### src/rtl/seq_divider.sv
// Signed restoring divider: one quotient bit per clock, fixed WIDTH+1 latency.
// In: clock, reset, start, dividend, divisor. Out: busy, data_ready, quotient, remainder, div_by_zero.
module seq_divider #(
  parameter int WIDTH = 32
) (
  input  logic             clock,
  input  logic             reset,
  input  logic             start,
  input  logic [WIDTH-1:0] dividend,
  input  logic [WIDTH-1:0] divisor,
  output logic             busy,
  output logic             data_ready,
  output logic [WIDTH-1:0] quotient,
  output logic [WIDTH-1:0] remainder,
  output logic             div_by_zero
);

  localparam int CW = $clog2(WIDTH);
  localparam logic [CW-1:0] LAST = CW'(WIDTH - 1);

  typedef enum logic [1:0] {
    S_IDLE,
    S_RUN,
    S_DONE
  } state_t;

  state_t r_state;
  state_t w_next;
  logic   w_accept;
  logic   w_last;

  logic [CW-1:0]    r_cnt;
  logic [WIDTH-1:0] r_rem;
  logic [WIDTH-1:0] r_qw;
  logic [WIDTH-1:0] r_dmag;
  logic             r_sq;
  logic             r_sr;
  logic             r_dz;
  logic             r_busy;
  logic             r_dr;
  logic [WIDTH-1:0] r_quot;
  logic [WIDTH-1:0] r_remo;
  logic             r_dzo;

  logic [WIDTH-1:0] w_dvd_mag;
  logic [WIDTH-1:0] w_dvs_mag;
  logic [WIDTH:0]   w_shift;
  logic [WIDTH:0]   w_trial;
  logic             w_keep;

  // Most-negative input negates to itself, which reads as 2^(WIDTH-1) unsigned.
  assign w_dvd_mag = dividend[WIDTH-1] ? -dividend : dividend;
  assign w_dvs_mag = divisor[WIDTH-1]  ? -divisor  : divisor;

  assign w_shift = {r_rem, r_qw[WIDTH-1]};
  assign w_trial = w_shift - {1'b0, r_dmag};
  assign w_keep  = ~w_trial[WIDTH];
  assign w_last  = (r_cnt == LAST);

  always_ff @(posedge clock) begin
    if (reset) r_state <= S_IDLE;
    else       r_state <= w_next;
  end

  always_comb begin
    w_next   = r_state;
    w_accept = 1'b0;
    unique case (r_state)
      S_IDLE: begin
        if (start) begin
          w_accept = 1'b1;
          w_next   = S_RUN;
        end
      end
      S_RUN:   if (w_last) w_next = S_DONE;
      S_DONE:  w_next = S_IDLE;
      default: w_next = S_IDLE;
    endcase
  end

  always_ff @(posedge clock) begin
    if (reset) begin
      r_cnt  <= '0;
      r_rem  <= '0;
      r_qw   <= '0;
      r_dmag <= '0;
      r_sq   <= 1'b0;
      r_sr   <= 1'b0;
      r_dz   <= 1'b0;
      r_busy <= 1'b0;
      r_dr   <= 1'b0;
      r_quot <= '0;
      r_remo <= '0;
      r_dzo  <= 1'b0;
    end else begin
      r_dr   <= 1'b0;
      // Stays high through the data_ready cycle, which follows DONE.
      r_busy <= (r_state != S_IDLE) || w_accept;
      if (w_accept) begin
        r_dmag <= w_dvs_mag;
        r_qw   <= w_dvd_mag;
        r_rem  <= '0;
        r_sq   <= dividend[WIDTH-1] ^ divisor[WIDTH-1];
        r_sr   <= dividend[WIDTH-1];
        r_dz   <= (divisor == '0);
        r_cnt  <= '0;
      end
      if (r_state == S_RUN) begin
        r_rem <= w_keep ? w_trial[WIDTH-1:0] : w_shift[WIDTH-1:0];
        r_qw  <= {r_qw[WIDTH-2:0], w_keep};
        r_cnt <= r_cnt + 1'b1;
      end
      if (r_state == S_DONE) begin
        r_dr <= 1'b1;
        if (r_dz) begin
          r_quot <= '0;
          r_remo <= '0;
          r_dzo  <= 1'b1;
        end else begin
          r_quot <= r_sq ? -r_qw : r_qw;
          r_remo <= r_sr ? -r_rem : r_rem;
          r_dzo  <= 1'b0;
        end
      end
    end
  end

  assign busy        = r_busy;
  assign data_ready  = r_dr;
  assign quotient    = r_quot;
  assign remainder   = r_remo;
  assign div_by_zero = r_dzo;

endmodule

### config.mk
export PLATFORM = sky130hd
export DESIGN_NAME = seq_divider
export DESIGN_NICKNAME = d
export VERILOG_FILES = /design/src/rtl/seq_divider.sv
export SDC_FILE = /design/constraint.sdc
export NUM_CORES = 1
export LEC_CHECK = 0
export CORE_MARGIN = 2
export CORE_UTILIZATION = 57
export DETAILED_ROUTE_END_ITERATION = 12
export GPL_TIMING_DRIVEN = 1
export PLACE_DENSITY = 0.82
export SLEW_MARGIN = 25
export SYNTH_ARGS = -nofsm -noshare
export SYNTH_HDL_FRONTEND = slang
export SYNTH_SLANG_ARGS = --single-unit
### constraint.sdc
create_clock -name clock -period 4 [get_ports clock]
set_clock_uncertainty 0.2 [all_clocks]
set_input_delay 0.4 -clock clock [delete_from_list [all_inputs] [get_ports clock]]
set_output_delay 0.4 -clock clock [all_outputs]
set_load 0.02 [all_outputs]
==> results_dict.tcl <==
set metrics [dict create \
    synth.top_cell.area_share 0.325 \
    diodes 0 \
    vias 10100 \
    cts_htree_levels 4 \
    async_flop_share 0 \
    synth-edff-count 0 \
    path_clk_slew_ps 70 \
    cts_hold_buf 0 \
    cts_tree "built" \
    portBuffers 133 \
    finalCriticalPeriod_ps 3510 \
    crit_path_end_kind "flip-flop" \
    overflow 0 \
    cts-root-buf "clkbuf_16" \
    syn_nets 1426 \
    io_pins 134 \
    synthTopCellsByCount "173 x dfxtp_1, 130 x nor2_1, 118 x nand2_1" \
    maxCapViolCount 0 \
    via_per_inst 6.11 \
    placedCellCount 1619 \
    crit_arrival_ps 3640 \
    cts_sinks 173 \
    worst_r2r_endpoint "r_rem[7]" \
    dieArea_mm2 0.0198 \
    path_max_fanout 12 \
    seqCellArea_mm2 0.00347 \
    timing.rr.start "r_rem[11]" \
    setup_tns_ps 0 \
    path_cells "ha_1 -> a21oi_1 -> o211ai_1 -> nor2b_1 -> a211o_1 -> a32o_1 -> a21o_1 -> or3_1 -> a311oi_1" \
    synthTopCellsByArea "dfxtp_1 32%, xnor2_1 7.6%, a22oi_1 5.3%, nor2_1 4.6%, ha_1 4.5%" \
    routabilityCongestion 0.945 \
    synth_area_mm2 0.0107 \
    rsz0062_at_grt "false" \
    crit_type "flip-flop to flip-flop" \
    slowest_stage "dfxtp_1" \
    p_leak_nw 4.69 \
    routedWlPerCell_um 16.7 \
    fin_nets 1510 \
    relSlewSlack 0.380 \
    cp_slowest_stage_delay_ps 490 \
    area_delta_synth_final_pct 19.0 \
    hold_path.class "flip-flop to flip-flop" \
    final_util 0.686 \
    ys_seq_area_frac 0.325 \
    place_ws_ps 210 \
    synth_area_leader_cell "dfxtp_1" \
    synth_cell_type_count 69 \
    status "finished, final reports clean" \
    fmax_ghz 0.285 \
    fp.dieW_um 141 \
    clock_tree.buffer_depth 2 \
    grt_pass1_vias 8917 \
    yosysWarnings 0 \
    fin_crit_sh 0.877 \
    wl_um 27600 \
    ant_nets 0 \
    ys_ff_latch 173 \
    grt_first_pass_wirelength_um 44400 \
    cts-buffers-inserted 17 \
    rrSetupSlack_ps 490 \
    multiInputGateArea_mm2 0.00674 \
    initial_core_util 0.576 \
    std_cell_rows 50 \
    tightest_slew_ps 930 \
    clock_latency_ps 430 \
    dp_hpwl_um 20500 \
    worst_slack_ps 493 \
    cp.required_ps 4140 \
    start_kind "flip-flop" \
    grt_usage 0.273 \
    maxSlewViolCount 0 \
    placed_area_mm2 0.0121 \
    coreArea_mm2 0.0185 \
    ctsResizeCount 0 \
    cp-endpoint "r_rem[7]" \
    worstSetupStartpoint "r_rem[11]" \
    timing.hold.ws_ps 277 \
    post_cts_buffers 0 \
    fin_area_mm2 0.0127 \
    fill_cells 1572 \
    drc 0 \
    total_power_mw 4.71 \
    avgSynthCellArea_um2 8.08 \
    hold_violations 0 \
    finalSetupViolCount 0 \
    drtPass1Iterations 7 \
    drive_gt1_frac 0.0579 \
    r2r_cells 9 \
    grt_max_degree 87 \
    p_per_area_mw_per_mm2 371 \
    die_h_um 141 \
    ys.flop_type "dfxtp_1" \
    grt_antenna_before_repair 0 \
    drtIter0Drc 942 \
    stdcell_count 1651 \
    syn_inst 1320 \
    synth_most_common_cell "dfxtp_1" \
    vdd_drop_max_mv 0.238 \
]
report_power, final:
group	total [mW]	switching (mW)	internal (mW)
registers	1.91	0.119	1.80
logic	1.16	0.663	0.496
clock network	1.64	0.733	0.904
routing by layer:
metal	wire length [µm]	track usage	vias to the layer above
met5	0	0	-
met4	314	0.0779	0
met3	2070	0.0438	26
met2	11800	0.401	349
met1	13400	0.412	4700
li1	-	-	5006
sequential cells by signal, indices dropped and copies added, names as in the netlist:
signal and cells:
r_sr 1, busy 1, r_sq 1, remainder 32, r_rem 32, r_qw 32
quotient 32, r_cnt 5, r_dz 1, r_dmag 32, div_by_zero 1, r_state 2
data_ready 1
layout make-up:
class	count	area share
Clock buffer	19	0.0357
Multi-Input combinational cell	1015	0.530
Tap cell	234	0.0231
Timing Repair Buffer	148	0.113
Clock inverter	13	0.0103
Sequential cell	173	0.273
Inverter	49	0.0145
worst max-delay path: cells and delay by family (launching register included):
kind / cells / cell delay (ps)
DFF: 1 / 490
and+or+nand+nor: 2 / 620
adders and majority gates: 1 / 390
AOI/OAI and AO/OA: 6 / 1720
cells in the final DEF (no fill, tap or decap), drive strengths merged, types with 34 or more instances in the layout:
cell,Yosys,final
a211oi,38,38
a21oi,80,80
a22oi,76,76
clkdlybuf4s50,0,131
dfxtp,173,173
ha,38,38
inv,49,53
nand2,118,118
nor2,130,130
o21ai,84,84
o31ai,34,34
xnor2,93,93
xor2,49,49
logic make-up (layout without fill, tap and decap cells):
logic type,count (synthesis),in the layout,share of synthesized area
AOI/OAI and AO/OA,436,436,0.282
xor gates and xnor gates,142,142,0.117
adders and majority gates,39,39,0.0464
buffers and inverters,132,229,0.0467
DFF,173,173,0.325
muxes,15,15,0.0141
and+or+nand+nor,383,383,0.169
how the worst min path moves through the flow:
stage	cells after the start	endpoint	from	slack, ps
floorplan	2	r_dmag[0]	r_dmag[0]	240
global placement	2	r_cnt[4]	r_cnt[4]	260
detailed placement	1	quotient[23]	quotient[23]	270
CTS	2	r_cnt[4]	r_cnt[4]	280
global route	2	div_by_zero	div_by_zero	290
finish	2	r_cnt[4]	r_cnt[4]	280
Power figures use the tool's default switching activity.
